==> src/rtl/inst_queue.sv <==
// inst_queue: instruction queue between inst_fetch and inst_decode.
//
// Holds up to DEPTH fetched entries {vaddr, inst, ex} in a circular FIFO and
// presents the oldest one to decode.  A flush empties the queue in one cycle.
//
// Optional feature macro: INST_QUEUE_BYPASS_EN
//   When defined, an entry pushed into an empty queue is visible to decode in
//   the same cycle.  If decode takes it, the entry is never written.
//
// Ports:
//   clk       clock, all state on the rising edge
//   rst       asynchronous active-low reset
//   flush     discard all entries (exception or taken branch)
//   if_valid  fetch offers an entry this cycle
//   if_vaddr  PC of the offered instruction
//   if_inst   instruction word from the icache
//   if_ex     fetch-address exceptions {illegal, miss, invalid}
//   ready_o   queue can accept a push this cycle
//   id_valid  head entry valid toward decode
//   id_vaddr  head PC
//   id_inst   head instruction (32'h0 when id_ex is nonzero)
//   id_ex     head exception bits
//   id_ready  decode accepts the head this cycle
//   count     current occupancy
//
// Handshake: a transfer happens on a rising edge where valid and ready are
// both high.  On the fetch side the offer is taken when if_valid & ready_o &
// ~flush; ready_o depends only on registered occupancy, so a pop in the same
// cycle does not open a slot for a push.  On the decode side the head is
// consumed when id_valid & id_ready; id_ready is ignored while id_valid is 0.
module inst_queue #(
  parameter int DEPTH  = 4,
  parameter int ADDR_W = 32
) (
  input  logic                       clk,
  input  logic                       rst,
  input  logic                       flush,
  input  logic                       if_valid,
  input  logic [ADDR_W-1:0]          if_vaddr,
  input  logic [31:0]                if_inst,
  input  logic [2:0]                 if_ex,
  output logic                       ready_o,
  output logic                       id_valid,
  output logic [ADDR_W-1:0]          id_vaddr,
  output logic [31:0]                id_inst,
  output logic [2:0]                 id_ex,
  input  logic                       id_ready,
  output logic [$clog2(DEPTH):0]     count
);

  localparam int PTR_W = $clog2(DEPTH);
  localparam int CNT_W = PTR_W + 1;
  localparam logic [CNT_W-1:0] FULL = CNT_W'(DEPTH);

  logic [ADDR_W-1:0] mem_vaddr [DEPTH];
  logic [31:0]       mem_inst  [DEPTH];
  logic [2:0]        mem_ex    [DEPTH];

  logic [PTR_W-1:0] rptr;
  logic [PTR_W-1:0] wptr;
  logic [CNT_W-1:0] count_q;
  logic [CNT_W-1:0] count_nxt;

  logic        push;
  logic        pop;
  logic        wr;
  logic        q_valid;
  logic [31:0] if_inst_gated;

  // Faulting fetches are stored as NOPs; the ex bits carry the fault.
  assign if_inst_gated = (if_ex != 3'b000) ? 32'h0 : if_inst;

  assign ready_o = (count_q != FULL);
  assign push    = if_valid & ready_o & ~flush;
  assign q_valid = (count_q != '0) & ~flush;
  assign pop     = q_valid & id_ready;
  assign count   = count_q;

`ifdef INST_QUEUE_BYPASS_EN
  logic byp;
  logic byp_take;

  assign byp      = push & (count_q == '0);
  assign byp_take = byp & id_ready;
  // A bypassed entry taken by decode is never written.
  assign wr       = push & ~byp_take;

  always_comb begin
    id_valid = q_valid | byp;
    id_vaddr = mem_vaddr[rptr];
    id_inst  = mem_inst[rptr];
    id_ex    = mem_ex[rptr];
    if (byp) begin
      id_vaddr = if_vaddr;
      id_inst  = if_inst_gated;
      id_ex    = if_ex;
    end
  end
`else
  assign wr       = push;
  assign id_valid = q_valid;
  assign id_vaddr = mem_vaddr[rptr];
  assign id_inst  = mem_inst[rptr];
  assign id_ex    = mem_ex[rptr];
`endif

  always_comb begin
    count_nxt = count_q;
    case ({wr, pop})
      2'b10:   count_nxt = count_q + CNT_W'(1);
      2'b01:   count_nxt = count_q - CNT_W'(1);
      default: count_nxt = count_q;
    endcase
  end

  // Storage is cleared on reset so the head reads as zero until a push.
  always_ff @(posedge clk or negedge rst) begin
    if (!rst) begin
      rptr    <= '0;
      wptr    <= '0;
      count_q <= '0;
      for (int i = 0; i < DEPTH; i++) begin
        mem_vaddr[i] <= '0;
        mem_inst[i]  <= '0;
        mem_ex[i]    <= '0;
      end
    end else if (flush) begin
      rptr    <= '0;
      wptr    <= '0;
      count_q <= '0;
    end else begin
      if (wr) begin
        mem_vaddr[wptr] <= if_vaddr;
        mem_inst[wptr]  <= if_inst_gated;
        mem_ex[wptr]    <= if_ex;
        wptr            <= wptr + PTR_W'(1);
      end
      if (pop) begin
        rptr <= rptr + PTR_W'(1);
      end
      count_q <= count_nxt;
    end
  end

endmodule

==> config.mk <==
export PLATFORM = sky130hd
export DESIGN_NAME = inst_queue
export DESIGN_NICKNAME = d
export VERILOG_FILES = /design/src/rtl/inst_queue.sv
export SDC_FILE = /design/constraint.sdc
export NUM_CORES = 1
export LEC_CHECK = 0
export CORE_ASPECT_RATIO = 0.5
export CORE_MARGIN = 4
export CORE_UTILIZATION = 45
export DETAILED_ROUTE_END_ITERATION = 8
export PLACE_DENSITY_LB_ADDON = 0.12
export SYNTH_ARGS = -nofsm -noshare
export SYNTH_HDL_FRONTEND = slang
export SYNTH_SLANG_ARGS = --single-unit
==> constraint.sdc <==
create_clock -name clk -period 2.61 [get_ports clk]
set_input_delay 0.3915 -clock clk [delete_from_list [all_inputs] [get_ports clk]]
set_output_delay 0.3915 -clock clk [all_outputs]
set_load 0.1 [all_outputs]
== Word-level counts from Yosys, hierarchy flattened ==
Index checks and enable logic that the tools add are counted.
Widths: inputs -> output; s select.
Storage, ports and cells
  flip-flop bits (word level): 275
  bits of input ports: 72
  output and inout port bits: 72
  word-level logic and storage cells: 62
Cells by class
  add/subtract/negate cells: 4
  order comparisons: 3
  eq/ne operators: 3
  multiplexer cells: 23
  bitwise operators: 7
  reduce and logical (&&, ||, !) cells: 7
Operators with widths (number)
  $bwmux 128: 2
  $mux 32: 6
  $bmux 32 s2: 2
  $demux 32 s2: 1
  $bwmux 12: 1
  $mux 3: 4
  $reduce_bool 3->1: 3
  $mux 2: 4
  $bmux 3 s2: 1
  $demux 3 s2: 1
  $ge 3x3->1 const B: 2
  $not 2->3: 2
  $pmux 3 s2: 1
  $add 2x1->2 const B: 2
  $and 1x1->1: 4
  $reduce_bool 2->1: 2
  $add 3x1->3 const B: 1
  $lt 3x1->1 const B: 1
  $ne 3x3->1 const B: 1
  $sub 3x1->3 const B: 1
  $eq 2x1->1 const B: 1
  $eq 2x2->1 const B: 1
  $reduce_and 2->1: 1
  $logic_and 1x1->1: 1
  $not 1->1: 1

== Longest topological paths before layout ==
  depth after elaboration: 6
  depth in mapped cells: 7
  gate-level depth less buffers: 6

== Worst setup path before layout ==
OpenSTA, ideal clock, no wires.
  path type: flip-flop to output port
  start point: reg count_q[1], in the netlist count[1]
  end point: out id_valid
  arrival: 2636 ps
  required time: 2219 ps
  path slack: -417 ps
  stages on the path, launching flop included: 4
  buffers on the path: 1
  cell sequence: dfrtp_1 -> buf_2 -> nor3_1 -> nor2_1
On the way
  word-level cells in the longest chain between the ends: 2
RTL lines
  start, declared: line 61  | logic [CNT_W-1:0] count_q;
  start signal, assigned: line 141  | count_q <= count_nxt;
  $reduce_bool 3->1: line 75  | assign q_valid = (count_q != '0) & ~flush;
  $and 1x1->1: line 75
  end, declared: line 43  | output logic id_valid,
Every way passes these cells.

== Worst setup path in the final report ==
  start point: reg rptr[1]
  end point: out id_vaddr[28]
On the way
  word-level cells in the longest chain between the ends: 4
RTL lines
  start, declared: line 59  | logic [PTR_W-1:0] rptr;
  start signal, assigned: line 139  | rptr <= rptr + PTR_W'(1);
  $not 2->3 (implied by the code): line 102  | assign id_vaddr = mem_vaddr[rptr];
  $bmux 32 s2: line 102
  $mux 32 (implied by the code) (2 in a row): line 102
  end, declared: line 44  | output logic [ADDR_W-1:0] id_vaddr,
Every way passes these cells. The select of a mux whose other input is x is not followed.

==> implementation parameters <==
Parameter                              Value

Outcome
  Status ... complete, no violations

STA
  Fraction of the cycle the final worst path needs ... 96.8%
  Final number of hold-violating endpoints ... 0
  Tightest slew margin relative to the limit ... between 60% and 70%
  RSZ-0062 raised after global routing ... false
  Post-Route Skew ... between 0.009 and 0.01 ns
  Slew at the pin closest to its max-slew limit ... between 0.5 and 0.6 ns
  Final Slew Violations ... 0
  Max Clock Freq ... about 400 MHz
  Setup violations, final ... 0
  Total negative setup slack ... 0 ns
  Clock period minus final worst setup slack ... 2.53 ns

Critical path
  Cell count of the worst reg-to-reg path ... 6
  Origin of the worst setup path ... rptr[1]
  Kind of start point of the critical path ... flop
  Slack of the worst reg-to-reg path ... 0.35 ns
  Worst Setup End Kind ... output pin
  Count of buffer and inverter cells on the critical path ... 2
  Class of the most critical setup path ... flop to output pin
  Number of cells on the critical path ... 3
  Highest fanout seen on the critical path ... 29
  Top cell family by delay on the critical path ... flip-flops
  Critical path cell sequence ... buf_12, mux4_2, buf_12
  CP Data Arrival Time ... 2.14 ns
  Required time of the worst setup path ... between 2 and 2.5 ns
  Most frequent cell on the critical path ... buf_12
  Maximum single-stage delay on the critical path ... 0.71 ns
  Critical Path Slowest Stage Cell ... dfrtp_4
  Critical R2R Capture ... count[2]
  Worst R2R Start ... count[1]
  Critical Path End ... id_vaddr[28]

GRT
  Number of global-route vias before repair ... 7702
  First-pass GRT wire length ... 44100 um
  GRT Overall Usage ... between 10% and 20%
  Number of antenna violations at the first check in global routing ... 0
  Global route overflow ... 0
  Largest net degree at the start of global routing ... 70

Die
  Core Footprint ... 0.0281 sq mm
  Effective utilization at floorplan ... between 40% and 50%
  Top-Level Pins ... 144
  Total die area ... ~0.032 sq mm
  # rows ... 43
  DIE WIDTH ... 249 um
  Height of the chip ... 128 um

Job
  Total of max-cap violations ... 0

Layout
  Layout area overhead ... 26.8%
  Post-route cell area ... ~0.017 sq mm
  Total Nets Final ... about 980
  Most common library cell in the layout ignoring fill and taps ... dfrtp_1
  Filler instances ... 2161
  Util after Layout ... between 50% and 60%
  Fraction of final layout cells with drive strength greater than 1 ... 54.6%
  Number of diodes added for antenna fixing ... 0
  Number of cells in the finished layout apart from fillers ... 1300
  Most frequent cells in the layout ... dfrtp_1 (271), mux2_2 (149), mux2_4 (120)

Synth
  Fraction of registers with async set/reset ... 100%
  Number of warnings issued by yosys ... 0
  Synthesized area divided by synthesized cell count ... 17.4 sq um
  Post-Syn Nets ... 825
  Cell Area, Synth ... 0.0130 sq mm
  Fraction of post-synthesis cell area in the top cell type by area ... 52.9%
  Cells taking the most area after synthesis ... dfrtp_1 (53%), mux2_4 (14%), mux2_2 (13%), mux4_2 (12%), buf_12 (2.5%)
  Cell type with the highest aggregate area in the netlist ... dfrtp_1
  Synth Register Bits ... 275
  Number of cells produced by synthesis ... 748
  Number of enable flip-flop cells after synthesis ... 0
  Post-synth top flop ... dfrtp_1
  Unique cell type count in the Yosys netlist ... 39
  Share of synthesized area occupied by flip-flops and latches ... 52.9%

Detailed routing
  Total vias in the final route ... 6970
  Routed Antenna Nets ... 0
  Detail-routed net length per standard cell ... 21.2 um
  Post-detailed-routing wire length ... 27500 um
  DRC violations left ... 0
  Mean number of vias per cell ... about 5.4
  Starting DRC count in detailed routing ... approximately 370
  Drt first pass iters ... 4

Power and ir drop
  PD cells ... approximately 1000 mW/mm^2
  Peak VDD IR ... 0.000673 V
  Standby leakage power ... 7.72 nW
  Overall Power ... 16.0 mW

CTS
  Clock Latency Late Sink ... 0.54 ns
  Total number of H-tree levels ... 1
  Maximum buffer depth of the clock tree ... 3
  Number of instances resized during post-cts repair ... 0
  Clk pin slew, worst setup/hold paths ... roughly 0.07 ns
  Total CTS buffers ... 26
  Sinks on Clock Net ... 275
  CTS tree ... done
  Root buf cell ... clkbuf_16

Placed design
  Detailed placer's ending HPWL ... 17500 um
  Port bufs ... between 100 and 150
  Post-DP Area ... between 0.015 and 0.02 sq mm
  GP Congestion ... 0.761
  Post-placement cell count ... 1250

Min path
  Min-Delay Path Class ... input pin to async pin
-- synthesized netlist by cell type (all sizes together), types with 4 or more instances --
cell,n
a21oi,4
mux4,67
mux2,269
buf,41
clkbuf,11
and2,32
dfrtp,275
inv,4
nor2,4
ha,4
nand3,7
-- power by group --
part | internal [mW] | switching (mW)
Clock | 2.38 | 1.72
Combinational | 2.85 | 3.47
Sequential | 5.12 | 0.490
Total | 10.4 | 5.68
-- cells by family (layout without fill, tap and decap cells) --
family / count (synthesis) / in the layout / share of synthesized area [%]
XOR/XNOR: 3 / 3 / 0.202
AO/OA/AOI/OAI: 16 / 16 / 0.836
buffers and inverters: 56 / 226 / 4.13
adder cells (fa/ha/maj): 5 / 5 / 0.538
AND/OR/NAND/NOR: 56 / 56 / 3.02
multiplexers: 337 / 337 / 38.4
flip-flops: 275 / 275 / 52.9
-- metrics by stage --
step / hold slack (ns) / setup WS, ns
finish: 0.411 / 0.0827
floorplan: 0.0959 / 0.0805
CTS: 0.411 / 0.0307
detailed placement: 0.404 / 0.202
global placement: 0.403 / 0.234
global route: 0.454 / 0.00561
-- sequential cells by signal, indices dropped and copies added, names as in the netlist --
signal,count
mem_inst,128
mem_vaddr,128
mem_ex,12
count,3
rptr,2
wptr,2
-- how the worst min path moves through the flow --
stage	start	endpoint	slack, ns
floorplan	rst	count[0]	0.1
detailed placement	rst	mem_inst[78]	0.40
finish	rst	mem_inst[110]	0.41
global route	rst	mem_inst[110]	0.45
global placement	rst	mem_inst[78]	0.40
CTS	rst	mem_inst[110]	0.41
-- final cells by class --
type / count / area [sq um] / share of cell area [%]
clock buffers: 30 / 717 / 4.34
clock inverters: 18 / 209 / 1.27
inverters: 4 / 17.5 / 0.106
multi-input cells: 417 / 5600 / 33.9
flip-flops and latches: 275 / 6890 / 41.7
well taps: 382 / 478 / 2.90
repair buffers: 174 / 2590 / 15.7
-- routing by layer --
layer	up-vias	global-route usage, %	wire length (um)
met2	102	29.1	13600
li1	3071	-	-
met3	38	3.10	804
met1	3759	23.9	12500
met5	-	0	0
met4	0	3.69	574
-- what timing repair did --
action | in CTS | in global routing
endpoints found under the hold margin | 63 | 0
buffers inserted | 1 | 0
hold buffers | 1 | 0
endpoints found under the setup margin | 51 | 0
(Power assumes the default switching activity.)
